--- src/rtl/modulo_secded_pipeline.sv ---
// -----------------------------------------------------------------------------
// modulo_secded_pipeline
//   Two-stage pipelined extended-Hamming (SECDED) decoder with valid/ready
//   handshakes on both sides and saturating single/double error counters.
//
//   Codeword layout: bit 0 = overall parity, bits 1..CW-1 = Hamming positions.
//   Power-of-two positions hold parity bits.  Data bits fill the remaining
//   positions in ascending order, so data bit 0 sits at position 3.
//
// Ports
//   clk            clock, rising edge
//   rst            synchronous active-high reset
//   corr_en        1 = correct single errors, 0 = detect only (data passes raw)
//   clr_cnt        synchronous clear of both counters (beats an increment)
//   in_valid/in_ready/in_code           input codeword handshake
//   out_valid/out_ready                 output result handshake
//   out_data       extracted (optionally corrected) data
//   out_syndrome   Hamming syndrome of the word
//   out_err_single correctable error seen
//   out_err_double uncorrectable error seen
//   cnt_single     saturating count of delivered single-error words
//   cnt_double     saturating count of delivered double-error words
// -----------------------------------------------------------------------------
module modulo_secded_pipeline #(
  parameter int DATA_W = 4,
  parameter int PAR_W  = 3,   // minimum value with 2**PAR_W >= DATA_W+PAR_W+1
  parameter int CNT_W  = 16
) (
  input  logic                  clk,
  input  logic                  rst,
  input  logic                  corr_en,
  input  logic                  clr_cnt,
  input  logic                  in_valid,
  output logic                  in_ready,
  input  logic [DATA_W+PAR_W:0] in_code,
  output logic                  out_valid,
  input  logic                  out_ready,
  output logic [DATA_W-1:0]     out_data,
  output logic [PAR_W-1:0]      out_syndrome,
  output logic                  out_err_single,
  output logic                  out_err_double,
  output logic [CNT_W-1:0]      cnt_single,
  output logic [CNT_W-1:0]      cnt_double
);

  localparam int CW = DATA_W + PAR_W + 1;

  // Stage 1: raw codeword plus its syndrome and overall parity.
  logic              s1_valid_q;
  logic [CW-1:0]     s1_code_q;
  logic [PAR_W-1:0]  s1_syn_q;
  logic              s1_par_q;
  logic              s1_corr_q;

  // Stage 2: decoded result as presented on the outputs.
  logic              s2_valid_q;
  logic [DATA_W-1:0] s2_data_q;
  logic [PAR_W-1:0]  s2_syn_q;
  logic              s2_single_q;
  logic              s2_double_q;

  logic [CNT_W-1:0]  cnt_single_q, cnt_single_d;
  logic [CNT_W-1:0]  cnt_double_q, cnt_double_d;

  logic [PAR_W-1:0]  syn_d;
  logic              par_d;
  logic [CW-1:0]     fix_code;
  logic [DATA_W:0]   data_ext;
  logic [DATA_W-1:0] data_d;
  logic              single_d;
  logic              double_d;
  logic              s2_adv;
  logic              out_fire;

  // Stage 2 can take a new word when it is empty or its word leaves this cycle;
  // stage 1 accepts when it is empty or its word moves on to stage 2.
  assign s2_adv   = !s2_valid_q || out_ready;
  assign in_ready = !rst && (!s1_valid_q || s2_adv);
  assign out_fire = s2_valid_q && out_ready;

  // Syndrome and overall parity of the incoming word.
  // NOTE: every variable driven in always_comb gets a default first, otherwise
  // a path that skips the assignment infers a latch.
  always_comb begin
    syn_d = '0;
    par_d = ^in_code;
    for (int j = 1; j < CW; j++) begin
      for (int i = 0; i < PAR_W; i++) begin
        if (((j >> i) & 1) == 1) syn_d[i] = syn_d[i] ^ in_code[j];
      end
    end
  end

  // Classification, optional correction and data extraction from stage 1.
  always_comb begin
    fix_code = s1_code_q;
    single_d = 1'b0;
    double_d = 1'b0;
    if (s1_par_q) begin
      if (s1_syn_q == '0) begin
        single_d = 1'b1;                       // only the overall parity bit flipped
      end else if (int'(s1_syn_q) <= CW - 1) begin
        single_d = 1'b1;
        if (s1_corr_q) fix_code = s1_code_q ^ (CW'(1) << s1_syn_q);
      end else begin
        double_d = 1'b1;                       // syndrome points outside the word
      end
    end else if (s1_syn_q != '0) begin
      double_d = 1'b1;
    end

    // Shift data bits in from the top so the lowest data position ends up in bit 0.
    data_ext = '0;
    data_d   = '0;
    for (int j = 1; j < CW; j++) begin
      if ((j & (j - 1)) != 0) begin
        data_ext = {fix_code[j], data_d};
        data_d   = data_ext[DATA_W:1];
      end
    end
  end

  // Saturating counters; a clear wins over an increment in the same cycle.
  always_comb begin
    cnt_single_d = cnt_single_q;
    cnt_double_d = cnt_double_q;
    if (clr_cnt) begin
      cnt_single_d = '0;
      cnt_double_d = '0;
    end else if (out_fire) begin
      if (s2_single_q && (cnt_single_q != '1)) cnt_single_d = cnt_single_q + 1'b1;
      if (s2_double_q && (cnt_double_q != '1)) cnt_double_d = cnt_double_q + 1'b1;
    end
  end

  // NOTE: sequential state uses non-blocking assignments so every register
  // samples pre-edge values, independent of statement order in the block.
  always_ff @(posedge clk) begin
    if (rst) begin
      // NOTE: the datapath registers are reset as well because the outputs must
      // read zero during reset; there is no memory array here to leave unreset.
      s1_valid_q   <= 1'b0;
      s1_code_q    <= '0;
      s1_syn_q     <= '0;
      s1_par_q     <= 1'b0;
      s1_corr_q    <= 1'b0;
      s2_valid_q   <= 1'b0;
      s2_data_q    <= '0;
      s2_syn_q     <= '0;
      s2_single_q  <= 1'b0;
      s2_double_q  <= 1'b0;
      cnt_single_q <= '0;
      cnt_double_q <= '0;
    end else begin
      if (in_ready) begin
        s1_valid_q <= in_valid;
        if (in_valid) begin
          s1_code_q <= in_code;
          s1_syn_q  <= syn_d;
          s1_par_q  <= par_d;
          s1_corr_q <= corr_en;   // correction mode travels with the word
        end
      end
      if (s2_adv) begin
        s2_valid_q <= s1_valid_q;
        if (s1_valid_q) begin
          s2_data_q   <= data_d;
          s2_syn_q    <= s1_syn_q;
          s2_single_q <= single_d;
          s2_double_q <= double_d;
        end
      end
      cnt_single_q <= cnt_single_d;
      cnt_double_q <= cnt_double_d;
    end
  end

  assign out_valid      = s2_valid_q;
  assign out_data       = s2_data_q;
  assign out_syndrome   = s2_syn_q;
  assign out_err_single = s2_single_q;
  assign out_err_double = s2_double_q;
  assign cnt_single     = cnt_single_q;
  assign cnt_double     = cnt_double_q;

endmodule

--- config.mk ---
export PLATFORM = sky130hd
export DESIGN_NAME = modulo_secded_pipeline
export DESIGN_NICKNAME = d
export VERILOG_FILES = /design/src/rtl/modulo_secded_pipeline.sv
export SDC_FILE = /design/constraint.sdc
export NUM_CORES = 1
export LEC_CHECK = 0
export BUFFER_PORTS_ARGS = -buffer_cell sky130_fd_sc_hd__buf_2
export CORE_ASPECT_RATIO = 0.7
export CORE_MARGIN = 2
export CORE_UTILIZATION = 53
export CTS_CLUSTER_SIZE = 25
export DETAILED_ROUTE_END_ITERATION = 8
export PLACE_DENSITY = 0.79
export SETUP_SLACK_MARGIN = 0.1
export SYNTH_ARGS = -nofsm -noshare
export SYNTH_HDL_FRONTEND = slang
export SYNTH_SLANG_ARGS = --single-unit
--- constraint.sdc ---
create_clock -name clk -period 2.1 [get_ports clk]
set_clock_uncertainty 0.2 [all_clocks]
set_input_delay 0.63 -clock clk [delete_from_list [all_inputs] [get_ports clk]]
set_output_delay 0.63 -clock clk [all_outputs]
set_load 0.02 [all_outputs]
-- Word level (Yosys, flattened, before mapping)
Index checks and enable logic that the tools add are counted.
- bits in read-only memories: 0
- output and inout port bits: 43
- memories kept: 0
- bits in latches: 0
- input bits: 14
- RAM bits: 0
- register bits after elaboration: 56
- word-level logic and storage cells: 50
- div/mod/pow operators: 0
- magnitude comparators: 0
- add/sub/neg operators: 2
- mux-type cells: 6
- equal/unequal tests: 2
- reduce and logical (&&, ||, !) cells: 17
- multipliers: 0
- bitwise gates (word level): 10
- shifts and indexed selects: 1
- operators by type and width (cell ; number):
    16-bit by 1-bit adder with 16-bit output (second input constant) ; 2
    16-bit != test (second input constant) ; 2
    8-bit 2-to-1 mux ; 3
    1-bit XOR ; 9
    2-bit AND reduction ; 4
    8-bit XOR reduction ; 1
    1-bit by 3-bit left shift with 8-bit output (first input constant) ; 1
    8-bit XOR ; 1
    1-bit logical AND ; 4
    1-bit logical NOT ; 3
    3-bit logical NOT ; 1
    1-bit 2-to-1 mux ; 3
    3-bit nonzero test ; 1
    1-bit logical OR ; 2
    2-bit OR reduction ; 1

-- Depth between registers and ports, before layout
- word-level depth: 5
- depth in mapped cells: 6
- gate-level depth less buffers: 6

-- Worst setup path after synthesis
No wires, ideal clock.
- path kind: input to register
- from: in out_ready
- to: reg s1_syn_q[2]
- required time: 1770 ps
- arrival time: 1659 ps
- setup time: 130 ps
- path slack: 111 ps
- buffers on the path: 1
- cell stages on the path: 6
- cells stage by stage: nor2b_1 a21oi_1 nand2_1 clkbuf_1 nand3b_1 o21ai_0
- cells in the longest elaborated chain, start to end: 4
- RTL lines (item ; line ; text):
    start, declared ; 37 ; input logic out_ready,
    1-bit logical OR ; 77 ; assign s2_adv = !s2_valid_q || out_ready;
    1-bit logical OR ; 78 ; assign in_ready = !rst && (!s1_valid_q || s2_adv);
    1-bit logical AND ; 78 ;
    net in_ready ; 34 ; output logic in_ready,
    2-bit AND reduction (no line) ; -- ;
    end signal, assigned ; 159 ; s1_syn_q <= syn_d;
    end, declared ; 51 ; logic [PAR_W-1:0] s1_syn_q;
The timed path passes the listed nets, and every way through them passes these cells.
A chain may end at the register's enable or synchronous reset.

-- Worst setup path in the final report
- from: in out_ready
- to: out in_ready
- cells in the longest elaborated chain, start to end: 3
- RTL lines (item ; line):
    1-bit logical OR ; 77
    1-bit logical OR ; 78
    1-bit logical AND ; 78
    end, declared ; 34
No other way between the ends.

==> impl_metrics.yaml <==
detailed_routing:
  count_of_antenna_violating_nets_left_after_detailed_routing: 0
  detail_route.first_pass.iterations: 4
  routed-via-count: 2206
  dr.first_iter.drc_count: 107
  routed_wire_length_per_instance_um: 13.0
  routed_via_density: 5.25
  routed_wl_um: 5470
  dr_drc_count: 0
finish:
  layout-drive-gt1-share_pct: 27.9
  diodes: 0
  final_net_count: 380
  top_library_cells_by_usage_in_the_layout_fill_and_taps_aside: "buf_2 (54), dfxtp_1 (50), nor2_1 (44)"
  fin_area_um2: 3090
  area_growth_pct: 27.9
  count_of_placed_standard_cells_in_the_final_layout_fillers_left_out: 420
  most_common_cell_after_layout_fill_and_taps_aside: "buf_2"
  fillerInstances: 337
clock_tree:
  cts.path.max_buffers: 2
  holdBufCountCts: 0
  path_clk_slew_ns: 0.09
  cts-buffers-inserted: 5
  cts-root-buf: "clkbuf_8"
  tritoncts: "done"
  clock-sinks: 52
  clk_latency_ns: 0.31
  htreeDepth: 2
status:
  outcome: "finished, final reports clean"
synthesis:
  syn_std_cell_area_um2: 2420
  post_synth_num_cell_types: 33
  synth-seq-area-share_pct: 43.0
  syn_area_per_cell_um2: 8.64
  synthesis.yosys.warnings: 0
  synth_top_cell_by_area: "dfxtp_1"
  netlist_instances: 280
  synth_top_area_share_pct: 43.0
  syn-num-nets: 296
  postSynthRegisterBits: 52
  synth_top_cells_by_area: "dfxtp_1 (43%), xor2_1 (9.8%), nor2_1 (6.8%)"
worst_setup_path:
  cp.required_ns: 1.27
  regToRegStartpoint: "cnt_double[13]"
  critical_path_class: "primary input to primary output"
  regToRegSetupSlack_ns: 0.17
  crit_path_end_kind: "primary output"
  worst-path-max-fanout: 5
  regToRegEndpoint: "cnt_double[7]"
  worst_r2r_path_depth: 7
  worst_setup_sp_type: "primary input"
  worst_ep_arrival_time_ns: 1.13
placement:
  placed_cells: 405
  place.gp.congestion: 0.914
  placement.io_buffers: 56
  post_dp_cell_area_um2: 2900
  hpwl_um: 3950
min_path:
  min_path_cells: 2
  hold-path-endpoint: "out_syndrome[0]"
  worst_hold_path_type: "register to register"
  hold_start: "out_syndrome[0]"
sta:
  maxSlewViolCount: 0
  timing.max_slew.rel_slack_pct: 59.5
  tightestPinTransition_ns: 0.607
  layout_min_cycle_time_ns: 1.96
  finalHoldWorstSlack_ns: 0.269
  rsz0062_at_grt: "true"
  achievable-frequency_mhz: 511
  finalSetupTns_ns: 0
  final.period_utilization_pct: 93.1
  finalHoldViolations: 0
  timing.final.setup_violations: 0
die:
  initial_utilization_pct: 55.5
  die_height_um: 60.5
  site_rows: 20
  chipWidth_um: 84.7
  die_area_um2: 5130
  ports_placed_on_the_boundary: 57
  core_area_um2: 4350
grt:
  grt_pass1_vias: 1844
  globalRouteOverflowTotal: 0
  global_route_wire_length_before_repair_um: 8880
  grt_start_max_net_pins: 33
  gr-usage-all-layers_pct: 22.0
  initial_antenna_violation_count: 0
power_and_ir_drop:
  power.leakage_nw: 1.30
  power.total_w: 0.00190
  power.density_cell_area_nw_per_um2: 615
  peakVddDrop_mv: 0.491
flow_run:
  maxCapViolCount: 0
cell type report:
type                            count  area (µm²)  area share, %
Multi-Input combinational cell    219        1360           44.1
Sequential cell                    52        1050           33.8
Timing Repair Buffer               85         503           16.3
Clock buffer                        6        72.6           2.35
Tap cell                           55        68.8           2.22
Clock inverter                      2        35.0           1.13
Inverter                            1        3.75          0.121
where the power goes:
group	switching [W]	leakage (nW)	internal (W)
Sequential	0.0000310	0.423	0.00102
Clock	0.000332	0.0552	0.000354
Combinational	0.0000917	0.824	0.0000771
Total	0.000455	1.30	0.00145
through the flow:
stage | setup WS (ns) | utilization (%)
after floorplan | 0.111 | -
after global placement | 0.0858 | 66.7
after detailed placement | 0.00649 | 66.7
after CTS | 0.101 | 69.3
after global routing | 0.0141 | 71.0
final | 0.144 | 71.0
how the worst max path moves through the flow:
| stage | startpoint | endpoint | slack, ns | depth (start not counted) |
|---|---|---|---|---|
| 2_1_floorplan | out_ready | s1_syn_q[2] | 0.11 | 6 |
| 3_3_place_gp | out_ready | cnt_double[13] | 0.09 | 6 |
| 3_5_place_dp | out_ready | cnt_double[13] | 0.006 | 6 |
| 4_1_cts | cnt_single[1] | cnt_single[1] | 0.10 | 6 |
| 5_1_grt | cnt_double[0] | cnt_double[13] | 0.01 | 6 |
| 6_report | out_ready | in_ready | 0.14 | 4 |
state kept, by name (all words and copies together), names as in the netlist:
name            flops
out_data            4
cnt_double         16
out_valid           1
s1_code_q           4
cnt_single         16
s1_par_q            1
out_err_single      1
out_err_double      1
out_syndrome        3
s1_syn_q            3
s1_corr_q           1
s1_valid_q          1
layer usage:
| layer | vias up | share of wire [%] | track usage, % |
|---|---|---|---|
| met5 | - | 0 | 0 |
| met3 | 7 | 6.2 | 7.07 |
| met1 | 994 | 50 | 32.1 |
| li1 | 1148 | - | - |
| met2 | 57 | 43 | 31.8 |
| met4 | 0 | 1.0 | 5.67 |
critical path: stages:
cell and delay [ns]:
clkbuf_4 0.14, nor2b_4 0.05, a21oi_2 0.15, buf_4 0.16
cells in the mapped netlist (all sizes together):
master,number
nor3,8
o311ai,1
nand2,26
xor2,27
and4,3
nor2b,2
nand3,13
ha,2
or3,4
o41ai,1
a31oi,2
a211oi,4
a21oi,10
and2,1
nor2,44
nand4,13
nor3b,3
o21ai,11
mux2i,2
or2,2
inv,1
nand3b,9
o211ai,4
clkbuf,8
dfxtp,52
nor4,3
and3,7
xnor2,15
nand2b,2
logic make-up (layout without fill, tap and decap cells):
group	after synthesis	in the layout	synth area share, %
compound gates	33	33	8.85
xor+xnor	42	42	15.2
fa+ha+maj	2	2	1.03
buf+inv	9	94	1.40
flops	52	52	43.0
mux	2	2	0.828
simple gates	140	140	29.6
what timing repair did:
item	CTS	global route
buffers inserted	0	7
gates resized for setup	3	7
hold endpoints to repair	0	0
endpoints found under the setup margin	1	22
pin swaps	1	4
No activity file was read; power rests on OpenSTA's default activity.
